## src/rtl/stim_vector_player.sv

```systemverilog
// rtl/stim_vector_player.sv - vector table player: applies stimulus, waits settle window, checks outputs
module stim_vector_player #(
    parameter int N_IN   = 4,
    parameter int N_OUT  = 1,
    parameter int DEPTH  = 16,
    parameter int SETTLE = 4,
    localparam int AW    = $clog2(DEPTH),
    localparam int CW    = $clog2(DEPTH + 1)
) (
    input  logic             clk,
    input  logic             rst_n,
    input  logic             wr_en,
    input  logic [AW-1:0]    wr_addr,
    input  logic [N_IN-1:0]  wr_stim,
    input  logic [N_OUT-1:0] wr_exp,
    input  logic [CW-1:0]    num_vec,
    input  logic             start,
    output logic [N_IN-1:0]  stim,
    input  logic [N_OUT-1:0] dut_out,
    output logic             busy,
    output logic             done,
    output logic             pass,
    output logic [CW-1:0]    err_cnt,
    output logic [AW-1:0]    first_fail
);

    localparam int CNTW = (SETTLE > 1) ? $clog2(SETTLE) : 1;
    localparam logic [CNTW-1:0] SETTLE_M1 = CNTW'(SETTLE - 1);

    typedef enum logic [2:0] {
        S_IDLE,
        S_APPLY,
        S_WAIT,
        S_SAMPLE,
        S_FIN
    } state_t;

    state_t            state_q, state_d;
    logic [AW-1:0]     idx_q, idx_d;
    logic [CW-1:0]     n_q, n_d;
    logic [CNTW-1:0]   cnt_q, cnt_d;
    logic [N_IN-1:0]   stim_q, stim_d;
    logic              pass_q, pass_d;
    logic [CW-1:0]     err_q, err_d;
    logic [AW-1:0]     ff_q, ff_d;
    logic              mismatch;

    logic [N_IN-1:0]   tbl_stim [DEPTH];
    logic [N_OUT-1:0]  tbl_exp  [DEPTH];

    // Table has no reset so contents survive an aborted run
    always_ff @(posedge clk) begin
        if (wr_en && !busy) begin
            tbl_stim[wr_addr] <= wr_stim;
            tbl_exp[wr_addr]  <= wr_exp;
        end
    end

    assign mismatch = (dut_out != tbl_exp[idx_q]);

    always_comb begin
        state_d = state_q;
        idx_d   = idx_q;
        n_d     = n_q;
        cnt_d   = cnt_q;
        stim_d  = stim_q;
        pass_d  = pass_q;
        err_d   = err_q;
        ff_d    = ff_q;
        case (state_q)
            S_IDLE: begin
                if (start) begin
                    err_d = '0;
                    ff_d  = '0;
                    if (num_vec != '0) begin
                        n_d     = (num_vec > CW'(DEPTH)) ? CW'(DEPTH) : num_vec;
                        idx_d   = '0;
                        pass_d  = 1'b0;
                        state_d = S_APPLY;
                    end else begin
                        pass_d  = 1'b1;
                        state_d = S_FIN;
                    end
                end
            end
            S_APPLY: begin
                stim_d  = tbl_stim[idx_q];
                cnt_d   = SETTLE_M1;
                state_d = S_WAIT;
            end
            S_WAIT: begin
                if (cnt_q != '0) begin
                    cnt_d = cnt_q - 1'b1;
                end else begin
                    state_d = S_SAMPLE;
                end
            end
            S_SAMPLE: begin
                if (mismatch) begin
                    if (err_q != '1) begin
                        err_d = err_q + 1'b1;
                    end
                    if (err_q == '0) begin
                        ff_d = idx_q;
                    end
                end
                if (CW'(idx_q) == n_q - CW'(1)) begin
                    // pass is settled on entry to FIN so it is valid alongside done
                    pass_d  = (err_d == '0);
                    state_d = S_FIN;
                end else begin
                    idx_d   = idx_q + 1'b1;
                    state_d = S_APPLY;
                end
            end
            S_FIN: begin
                state_d = S_IDLE;
            end
            default: begin
                state_d = S_IDLE;
            end
        endcase
    end

    always_ff @(posedge clk or negedge rst_n) begin
        if (!rst_n) begin
            state_q <= S_IDLE;
            idx_q   <= '0;
            n_q     <= '0;
            cnt_q   <= '0;
            stim_q  <= '0;
            pass_q  <= 1'b0;
            err_q   <= '0;
            ff_q    <= '0;
        end else begin
            state_q <= state_d;
            idx_q   <= idx_d;
            n_q     <= n_d;
            cnt_q   <= cnt_d;
            stim_q  <= stim_d;
            pass_q  <= pass_d;
            err_q   <= err_d;
            ff_q    <= ff_d;
        end
    end

    assign stim       = stim_q;
    assign busy       = (state_q == S_APPLY) || (state_q == S_WAIT) || (state_q == S_SAMPLE);
    assign done       = (state_q == S_FIN);
    assign pass       = pass_q;
    assign err_cnt    = err_q;
    assign first_fail = ff_q;

endmodule

```

## config.mk

```make
export PLATFORM = sky130hd
export DESIGN_NAME = stim_vector_player
export DESIGN_NICKNAME = d
export VERILOG_FILES = /design/src/rtl/stim_vector_player.sv
export SDC_FILE = /design/constraint.sdc
export NUM_CORES = 1
export LEC_CHECK = 0
export ABC_AREA = 1
export CAP_MARGIN = 40
export CELL_PAD_IN_SITES_DETAIL_PLACEMENT = 1
export CELL_PAD_IN_SITES_GLOBAL_PLACEMENT = 1
export CORE_MARGIN = 8
export CORE_UTILIZATION = 46
export DETAILED_ROUTE_END_ITERATION = 12
export PLACE_DENSITY_LB_ADDON = 0.1
export SYNTH_ARGS = -nofsm -noshare
export SYNTH_HDL_FRONTEND = slang
export SYNTH_SLANG_ARGS = --single-unit
```

## constraint.sdc

```tcl
create_clock -name clk -period 4.6 [get_ports clk]
set_clock_uncertainty 0.1 [all_clocks]
set_input_delay 0.69 -clock clk [delete_from_list [all_inputs] [get_ports clk]]
set_output_delay 0.69 -clock clk [all_outputs]
set_load 0.005 [all_outputs]
```

* Yosys cells after proc, flatten, opt, wreduce, memory -nomap -nowiden
Memory sizes are Yosys's and may differ from the RTL's. A register that Yosys moved wholly into a read port is not among the register bits.
Index checks and enable logic that the tools add are counted.
Widths: inputs -> output; s select.
** Storage, ports and cells
- Flip-flop bits (word level) :: 24
- Latch bits :: 0
- Memory bits (writable) :: 80
- Memory bits (read-only) :: 0
- Input bits :: 19
- Output and inout port bits :: 16
- Logic and storage cells :: 75
- Memories kept :: 2
** Cells by class
- Add/sub/neg operators :: 4
- $mul :: 0
- Div/mod/pow operators :: 0
- Magnitude comparators :: 1
- Equal/unequal tests :: 15
- Shifts and indexed selects :: 0
- Multiplexer cells :: 27
- Bitwise gates (word level) :: 0
- Reductions and logical operators :: 19
** Memories
- tbl_stim :: depth 16, width 4, rd ports 1, clocked after Yosys merged registers in 1, write ports 1, RTL line 48 : logic [N_IN-1:0] tbl_stim [DEPTH];
- tbl_exp :: depth 16, width 1, rd ports 1, clocked after Yosys merged registers in 0, write ports 1, RTL line 49 : logic [N_OUT-1:0] tbl_exp [DEPTH];
** Operator list (number)
- $mux 5 :: 5
- $mux 4 :: 6
- $ne 2x2->1 const B :: 8
- $pmux 4 s2 :: 2
- $mux 3 :: 4
- $pmux 3 s4 :: 1
- $logic_not 5->1 :: 2
- $pmux 5 s2 :: 1
- $reduce_and 4->1 :: 2
- $eq 3x2->1 const B :: 2
- $reduce_and 2->1 :: 3
- $reduce_and 3->1 :: 2
- $reduce_bool 2->1 :: 3
- $add 5x1->5 const B :: 1
- $eq 4x5->1 :: 1
- $gt 5x5->1 const B :: 1
- $mux 1 :: 5
- $ne 5x5->1 const B :: 1
- $reduce_bool 5->1 :: 1
- $sub 5x1->5 const B :: 1
- $add 4x1->4 const B :: 1
- $pmux 2 s2 :: 1
- $eq 3x1->1 const B :: 1
- $eq 3x3->1 const B :: 1
- other kinds (8) :: 10

* Depth between registers and ports, before layout
Gate-level depths: netlist (run 1).
- Depth in word-level cells :: 7
- Gate-level depth with buffers :: 15
- Depth with buffers taken out :: 14

* Worst setup path after synthesis (run 1)
No wires, ideal clock.
- Path type :: input-to-reg
- Start :: input port num_vec[0]
- End :: register pass_q, in the netlist pass
- Setup time :: 0.125 ns
- Data arrival time :: 1.549 ns
- Data required time :: 4.375 ns
- Slack :: 2.827 ns
- Stages on the path :: 6
- Path buffers :: 0
- Cells stage by stage :: nor4_1 nand3_1 nand2_1 nor2_1 nor3_1 a21oi_2
** Between the ends
- Cells in the longest elaborated chain, start to end :: 4
** RTL lines
- start: declaration :: RTL line 16 : input logic [CW-1:0] num_vec,
- $reduce_bool 5->1 :: RTL line 75 : if (num_vec != '0) begin
- $mux 1 :: RTL line 75
- $mux 1 :: RTL line 72 : if (start) begin
- $pmux 1 s2 :: RTL line 70 : case (state_q)
- end signal: assignment :: RTL line 141 : pass_q <= pass_d;
- end: declaration :: RTL line 43 : logic pass_q, pass_d;
Every way passes these cells. The select of a mux whose other input is x is not followed.
A chain may end at the register's enable or synchronous reset.

* Worst setup path in the final report (run 1)
- Start :: register state_q[1]
- End :: output port done
** Between the ends
- Cells in the longest elaborated chain, start to end :: 1
** RTL lines
- start: declaration :: RTL line 38 : state_t state_q, state_d;
- start signal: assignment :: RTL line 136 : state_q <= state_d;
- $eq 3x3->1 :: RTL line 149 : assign done = (state_q == S_FIN);
- end: declaration :: RTL line 21 : output logic done,
Every way passes these cells.

==> impl_metrics.toml, run 1 <==
[sta]
slew_headroom_pct = 50.8
setup_viol_count_final = 0
fmaxAchievable_ghz = 0.414
hold_viol = 0
worst_pin_slew_ps = 736
fin_crit_sh_pct = 52.5
finalMaxSlewViolations = 0
rsz0062_at_grt = "no"
period_minus_slack_ps = 2420
timing.hold.ws_ps = 373
fin_setup_tns_ps = 0

[layout]
nets = 509
drive_gt1_share_pct = 7.35
area_growth_pct = 13.6
final_util_pct = 53.3
n_antenna_cell = 0
final_area_sq_um = 5480

[logic_synthesis]
yosys.cell_types.count = 32
synth_top_cell_area_share_pct = 49.8
synthMuxAreaShare_pct = 0.467
synth_area_leader_cell = "edfxtp_1"
synth.yosys.warnings = 0
syn-cell-area_sq_um = 4820
synth_cells = 452
synth-compound-area-share_pct = 10.2
syn-num-nets = 476
ys_ff_latch = 108
yosys.area_share.simple_pct = 16.4
yosysSeqAreaShare_pct = 64.3
synth_xor_area_share_pct = 1.45
syn_avg_cell_area_sq_um = 10.7
yosys-top-cells-area = "edfxtp_1, dfrtp_1, nor2_1"
synthAdderAreaFrac_pct = 1.30
synth_top_family_by_area = "simple AND/OR/NAND/NOR gates"

[placed_design]
globalplace.congestion = 0.786
port_buffers = 34
dpl.hpwl_microns = 8210
place_area_sq_um = 5270

[clock_tree]
clk_pin_slew_ps = 100
numClockSinks = 108
clk_latency_ps = 370
cts-hold-fix-buffers = 0
clockBufferDepth = 2
root_buffer = "clkbuf_8"
postCtsSetupBuffers = 0
cts_tree = "done"
cts_buffers = 9
cts_resized = 0
htreeDepth = 3

[setup_path]
start_kind = "flip-flop"
path_common_cell = "nor2_1"
cp-end-kind = "output port"
crit_family = "buffers and inverters"
cpPeakStageDelay_ps = 500
path_buf_inv = 2
critPathKind = "reg -> out"
arrival_ps = 1630
slowest_stage = "clkdlybuf4s50_1"
path_cells = "nor2_1, inv_1, nor2_1, clkdlybuf4s50_1"
crit_required_ps = 3810
cp_max_fo = 3

[detailed_routing]
drc = 0
drt-vias-per-instance = 5.47
num_vias = 3423
drt_wl_total_microns = 11900
drtAntennaViolNets = 0
dr.pass1.iters = 4
dr.first_iter.drc_count = 177
wl_per_cell_microns = 19.1

[grt]
grt_pass1_vias = 3725
grt_pass1_wl_microns = 19500
grt.total_usage_pct = 17.7
grt_max_degree = 47
grt_antenna_before_repair = 0
overflow = 0

[floorplan]
ios = 35
fp.dieW_microns = 118
die_area_sq_um = 14000
core_sq_um = 10300
start_util_pct = 46.9
die-height_microns = 118
rows = 37

[power_and_ir_drop]
peakVddDrop_mv = 0.247
cellLeakagePower_nw = 2.09
power_per_cell_area_nw_per_um2 = 541

[worst_hold_path]
min_path_type = "reg -> reg"

[job]
maxCapViolations = 0

[run_status]
outcome = "finished, final reports clean"
[cell families (layout without fill, tap and decap cells)]
logic type,Yosys count,after routing
and+or+nand+nor,181,181
DFF,108,108
AOI/OAI and AO/OA,84,84
buffers and inverters,64,102
xor gates and xnor gates,8,8
adders and majority gates,5,5
muxes,2,2
[routing by layer]
layer,global-route usage [%],part of all wire (%),vias to the layer above
met5,0,0,-
met4,5.45,1.4,0
met3,3.81,3.9,14
met2,30.6,51,64
met1,21.6,44,1703
li1,-,-,1642
[final cells by class]
class,count,area (sq um)
clock buffers,11,131
repair buffers,37,363
multi-input cells,280,1440
inverters,49,189
flip-flops and latches,108,3100
clock inverters,5,83.8
well taps,136,170
fillers,1145,4800
[worst reg2reg max path: stages, from the launching register on]
cell and delay [ps]:
dfrtp_1 600, inv_1 510, nand3_1 240, nand3_2 170
nand2_2 80, nand2_2 100, nand3b_1 80, nand2_1 90
nand2_1 70, nor2_1 90, nand2_1 90, a21oi_2 130
[sequential cells by signal, summed over array words and instances, names as in the netlist]
name,flops
cnt_q,2
err_cnt,5
first_fail,4
idx_q,4
n_q,5
pass,1
state_q,3
stim,4
tbl_exp,16
tbl_stim,64
[worst paths after layout]
check | startpoint | endpoint | slack (ps) | cells after the start
min in group asynchronous | rst_n | err_cnt[0] | 590 | 2
worst min-delay path | cnt_q[0] | cnt_q[0] | 370 | 1
max in group asynchronous | rst_n | state_q[0] | 3530 | 2
worst max-delay path | state_q[1] | done | 2180 | 4
worst min register to register | cnt_q[0] | cnt_q[0] | 370 | 1
worst max register to register | idx_q[2] | pass | 2190 | 11
[cells in the mapped netlist]
cell      count
buf_6         2
nand4_1       1
inv_1        47
nand3_2       5
buf_8         1
nand2_2       7
buf_4         1
edfxtp_1     80
clkbuf_1      7
o221ai_1     12
o21ai_0      50
o21ai_2       1
nand3b_1      1
mux2_2        2
nor2_1       71
dfrtp_1      28
a21oi_1       6
inv_6         1
nor2_2        1
xnor2_1       5
inv_2         1
nor3_1        4
a21oi_2       1
nand2_1      52
ha_1          5
o22ai_1       7
xor2_1        3
nor4_1        2
a31oi_1       5
buf_2         4
nand3_1      37
a22oi_1       2
[cells in the final DEF (no fill, tap or decap), types with 3 or more instances in the layout]
cell type	count
a21oi_1	6
a31oi_1	5
buf_4	3
clkbuf_8	9
clkdlybuf4s50_1	34
dfrtp_1	28
edfxtp_1	80
ha_1	5
inv_1	47
nand2_1	52
nand2_2	7
nand3_1	37
nand3_2	5
nor2_1	71
nor3_1	4
o21ai_0	50
o221ai_1	12
o22ai_1	7
xnor2_1	5
xor2_1	3
[report_power, final]
group	switching [mW]	total (mW)	internal (mW)	leakage (nW)
registers	0.0803	1.23	1.15	1.07
logic	0.696	1.10	0.401	0.912
clock network	0.323	0.632	0.309	0.100
[metrics by stage]
step | worst slack [ps] | total power [mW] | instances
global route | 1990 | 3.16 | 626
global placement | 1940 | 2.33 | 610
finish | 2180 | 2.96 | 626
CTS | 2160 | 2.99 | 626
detailed placement | 1890 | 2.36 | 610
floorplan | 2830 | 2.01 | 452
Power figures use the tool's default switching activity.
==> run 2: changes to the inputs <==
Clock period 4.6 ns to 2.3 ns, I/O delays scaled along.
==> impl_metrics.toml, run 2 (same netlist as run 1, synthesis figures left out) <==
[placed_design]
globalplace.congestion = 0.812
dpl.hpwl_microns = 8460
port_buffers = 34

[setup_path]
cpPeakStageDelay_ps = 510
path_common_cell = "nor2_1"
critPathKind = "reg -> out"
crit_end = "done"
worstRegToRegCells = 13
cp_max_fo = 3
rr_startpoint = "idx_q[0]"
rrSetupSlack_ps = 250
cp-end-kind = "output port"
arrival_ps = 1650
start_kind = "flip-flop"
reg2reg_to = "pass"
path_cells = "nor2_1, inv_1, nor2_1, clkdlybuf4s50_1"
crit_required_ps = 1860
crit_path_start = "state_q[1]"
slowest_stage = "clkdlybuf4s50_1"

[layout]
nets = 534
top_register = "tbl_stim"
final_common_cell = "edfxtp_1"
n_antenna_cell = 0
area_growth_pct = 17.0
largest_register_ffs = 64
top_regs = "tbl_stim: 64 flops, tbl_exp: 16 flops"
layout_common_cells = "edfxtp_1, nor2_1, nand2_1"
drive_gt1_share_pct = 12.0

[grt]
grt_pass1_wl_microns = 19200
overflow = 0
grt_max_degree = 42
grt.total_usage_pct = 17.2
grt_antenna_before_repair = 0
grt_pass1_vias = 3682

[job]
maxCapViolations = 0

[sta]
worst_pin_slew_ps = 668
slew_headroom_pct = 55.3
setup_viol_count_final = 0
fin_crit_sh_pct = 91.0
hold_viol = 0
timing.hold.ws_ps = 254
period_minus_slack_ps = 2090
rsz0062_at_grt = "no"
fin_setup_tns_ps = 0
finalMaxSlewViolations = 0
fmaxAchievable_ghz = 0.478

[floorplan]
rows = 37
fp.dieW_microns = 118
ios = 35
die-height_microns = 118
start_util_pct = 46.9
core_sq_um = 10300
die_area_sq_um = 14000

[detailed_routing]
wl_per_cell_microns = 18.1
drt-vias-per-instance = 5.33
dr.first_iter.drc_count = 135
drt_wl_total_microns = 11800
dr.pass1.iters = 4
num_vias = 3472
drc = 0
drtAntennaViolNets = 0

[run_status]
outcome = "finished, final reports clean"

[clock_tree]
clockBufferDepth = 2
cts_buffers = 9
root_buffer = "clkbuf_8"
clk_pin_slew_ps = 110
postCtsSetupBuffers = 0
cts_tree = "done"
cts_resized = 0
clk_latency_ps = 370
numClockSinks = 108
htreeDepth = 3
cts-hold-fix-buffers = 0

[worst_hold_path]
min_path_type = "in -> async"

[power_and_ir_drop]
cellLeakagePower_nw = 2.21
power_per_cell_area_nw_per_um2 = 1040
peakVddDrop_mv = 0.432
run 2: cell types whose count changed in the layout (fill, tap and decap cells not counted), sizes merged:
cell    change
buf        +25
clkinv      +2
bufinv      -2
inv         +1
clkbuf      -1
run 2: how the worst min path moves through the flow:
stage / endpoint / depth (start not counted) / from
3_3_place_gp: cnt_q[0] / 1 / cnt_q[0]
3_5_place_dp: cnt_q[0] / 1 / cnt_q[0]
2_1_floorplan: cnt_q[0] / 0 / rst_n
5_1_grt: err_cnt[3] / 2 / rst_n
4_1_cts: pass / 2 / rst_n
6_report: pass / 2 / rst_n
run 2: metal layers:
metal | global-route usage [%] | up-vias | wire length [microns]
li1 | - | 1683 | -
met1 | 21.0 | 1723 | 5350
met2 | 30.0 | 56 | 5910
met3 | 3.47 | 10 | 422
met4 | 5.61 | 0 | 131
met5 | 0 | - | 0
run 2: worst max-delay path, delay by kind of cell (launching register included):
family                 cells  cell delay (ps)
buffers and inverters      2              600
DFF                        1              420
and+or+nand+nor            2              270
run 2: where the power goes:
group | switching [mW] | internal [mW]
registers | 0.161 | 2.31
logic | 1.42 | 0.906
clock network | 0.665 | 0.406
total | 2.24 | 3.62
run 2: layout make-up:
type                       instances  area, sq um
sequential                       108         3100
fill                            1124         4630
tap                              136          170
multi-input combinational        280         1440
inverter                          49          189
clock inverter                     6         48.8
clock buffer                      10          128
timing repair buffer              62          563
run 2: metrics by stage:
step                utilization (%)  area (sq um)  total power, mW  cells  setup slack (ps)
floorplan                         -          4820             4.02    452               556
global placement               53.2          5470             4.75    635               242
detailed placement             53.2          5470             4.87    635               206
CTS                            54.9          5640             5.94    651               172
global route                   54.9          5640             6.27    651              15.9
finish                         54.9          5640             5.86    651               208
==> run 3: changes to the inputs <==
Settings changed: CELL_PAD_IN_SITES_DETAIL_PLACEMENT 1 to 0.
==> impl_metrics.toml, run 3 (same netlist as run 1, synthesis figures left out) <==
[sta]
timing.hold.ws_ps = 258
fin_setup_tns_ps = 0
hold_viol = 0
fmaxAchievable_ghz = 0.493
slew_headroom_pct = 57.1
worst_pin_slew_ps = 641
fin_crit_sh_pct = 88.1
period_minus_slack_ps = 2030
finalMaxSlewViolations = 0
setup_ws_ps = 274
rsz0062_at_grt = "no"
setup_viol_count_final = 0

[detailed_routing]
dr.pass1.iters = 4
wl_met2_microns = 5130
num_vias = 3353
drc = 0
drtAntennaViolNets = 0
met3_length_microns = 533
dr.first_iter.drc_count = 204
met1Wirelength_microns = 4940
drt_wl_total_microns = 10700
wl_per_cell_microns = 16.5
drt-vias-per-instance = 5.16
top_layer = "met4"

[placed_design]
globalplace.congestion = 0.812
dpl_worst_slack_ps = 233
port_buffers = 34
dpl.hpwl_microns = 7340

[floorplan]
die-height_microns = 118
die_area_sq_um = 14000
core_sq_um = 10300
rows = 37
start_util_pct = 46.9
ios = 35
fp.dieW_microns = 118

[job]
maxCapViolations = 0

[power_and_ir_drop]
power_mw = 5.92
power_per_cell_area_nw_per_um2 = 1040
cellLeakagePower_nw = 2.23
peakVddDrop_mv = 0.458

[worst_hold_path]
min_path_type = "in -> async"

[grt]
grt.total_usage_pct = 16.0
grt_pass1_wl_microns = 17700
grt_max_degree = 42
grt_antenna_before_repair = 0
overflow = 0
grt_pass1_vias = 3405

[clock_tree]
postCtsSetupBuffers = 0
clk_latency_ps = 370
root_buffer = "clkbuf_8"
cts-hold-fix-buffers = 0
cts_tree = "done"
htreeDepth = 3
numClockSinks = 108
cts_buffers = 9
clk_pin_slew_ps = 100
cts_resized = 0
clockBufferDepth = 2

[run_status]
outcome = "finished, final reports clean"

[setup_path]
cp_max_fo = 3
critPathKind = "reg -> out"
cp-end-kind = "output port"
crit_required_ps = 1860
start_kind = "flip-flop"
arrival_ps = 1580

[layout]
final_common_cell = "edfxtp_1"
layout_common_cells = "edfxtp_1, nor2_1, nand2_1"
area_growth_pct = 17.6
n_antenna_cell = 0
largest_register_ffs = 64
top_regs = "tbl_stim: 64 flops, tbl_exp: 16 flops"
top_register = "tbl_stim"
nets = 534
nFillCells = 932
drive_gt1_share_pct = 11.7
run 3: changes by cell type in the layout (fill, tap and decap cells not counted), sizes merged:
cell	change
inv	-2
bufinv	+2
clkinv	+1
clkinvlp	-2
run 3: per-stage QoR:
stage	instances	util (%)	area, sq um
after floorplan	452	-	4820
after global placement	635	53.2	5470
after detailed placement	635	53.2	5470
after CTS	650	55.2	5670
after global routing	650	55.2	5670
final	650	55.2	5670
run 3: per-layer routing:
layer,up-vias,track usage (%)
met5,-,0
met4,0,5.45
met3,7,3.57
met2,63,26.6
met1,1600,20.4
li1,1683,-
run 3: final cells by class:
cell class,instances,area [sq um],share of cell area (%)
tap,136,170,3.00
clock buffer,10,128,2.25
multi-input combinational,280,1440,25.4
inverter,49,189,3.33
clock inverter,5,77.6,1.37
timing repair buffer,62,563,9.93
sequential,108,3100,54.7
run 3: worst paths after layout:
path                            start       endpoint  slack (ps)  depth (start not counted)
max reg2reg                  idx_q[0]           pass         270                         13
max                        state_q[1]           done         270                          4
min                             rst_n     err_cnt[0]         260                          2
min reg2reg                  cnt_q[0]       cnt_q[0]         380                          1
min in group clk             cnt_q[0]       cnt_q[0]         380                          1
max in group asynchronous       rst_n  first_fail[0]        1580                          2
run 3: critical path, stage by stage (launching register included):
cell             delay [ps]
dfrtp_1                 410
nor2_1                  140
inv_1                    80
nor2_1                   80
clkdlybuf4s50_1         500
run 3: where the power goes:
part / total (mW) / switching (mW) / internal [mW]
logic: 2.24 / 1.33 / 0.902
clock network: 1.22 / 0.614 / 0.605
registers: 2.47 / 0.159 / 2.31
total: 5.92 / 2.11 / 3.81
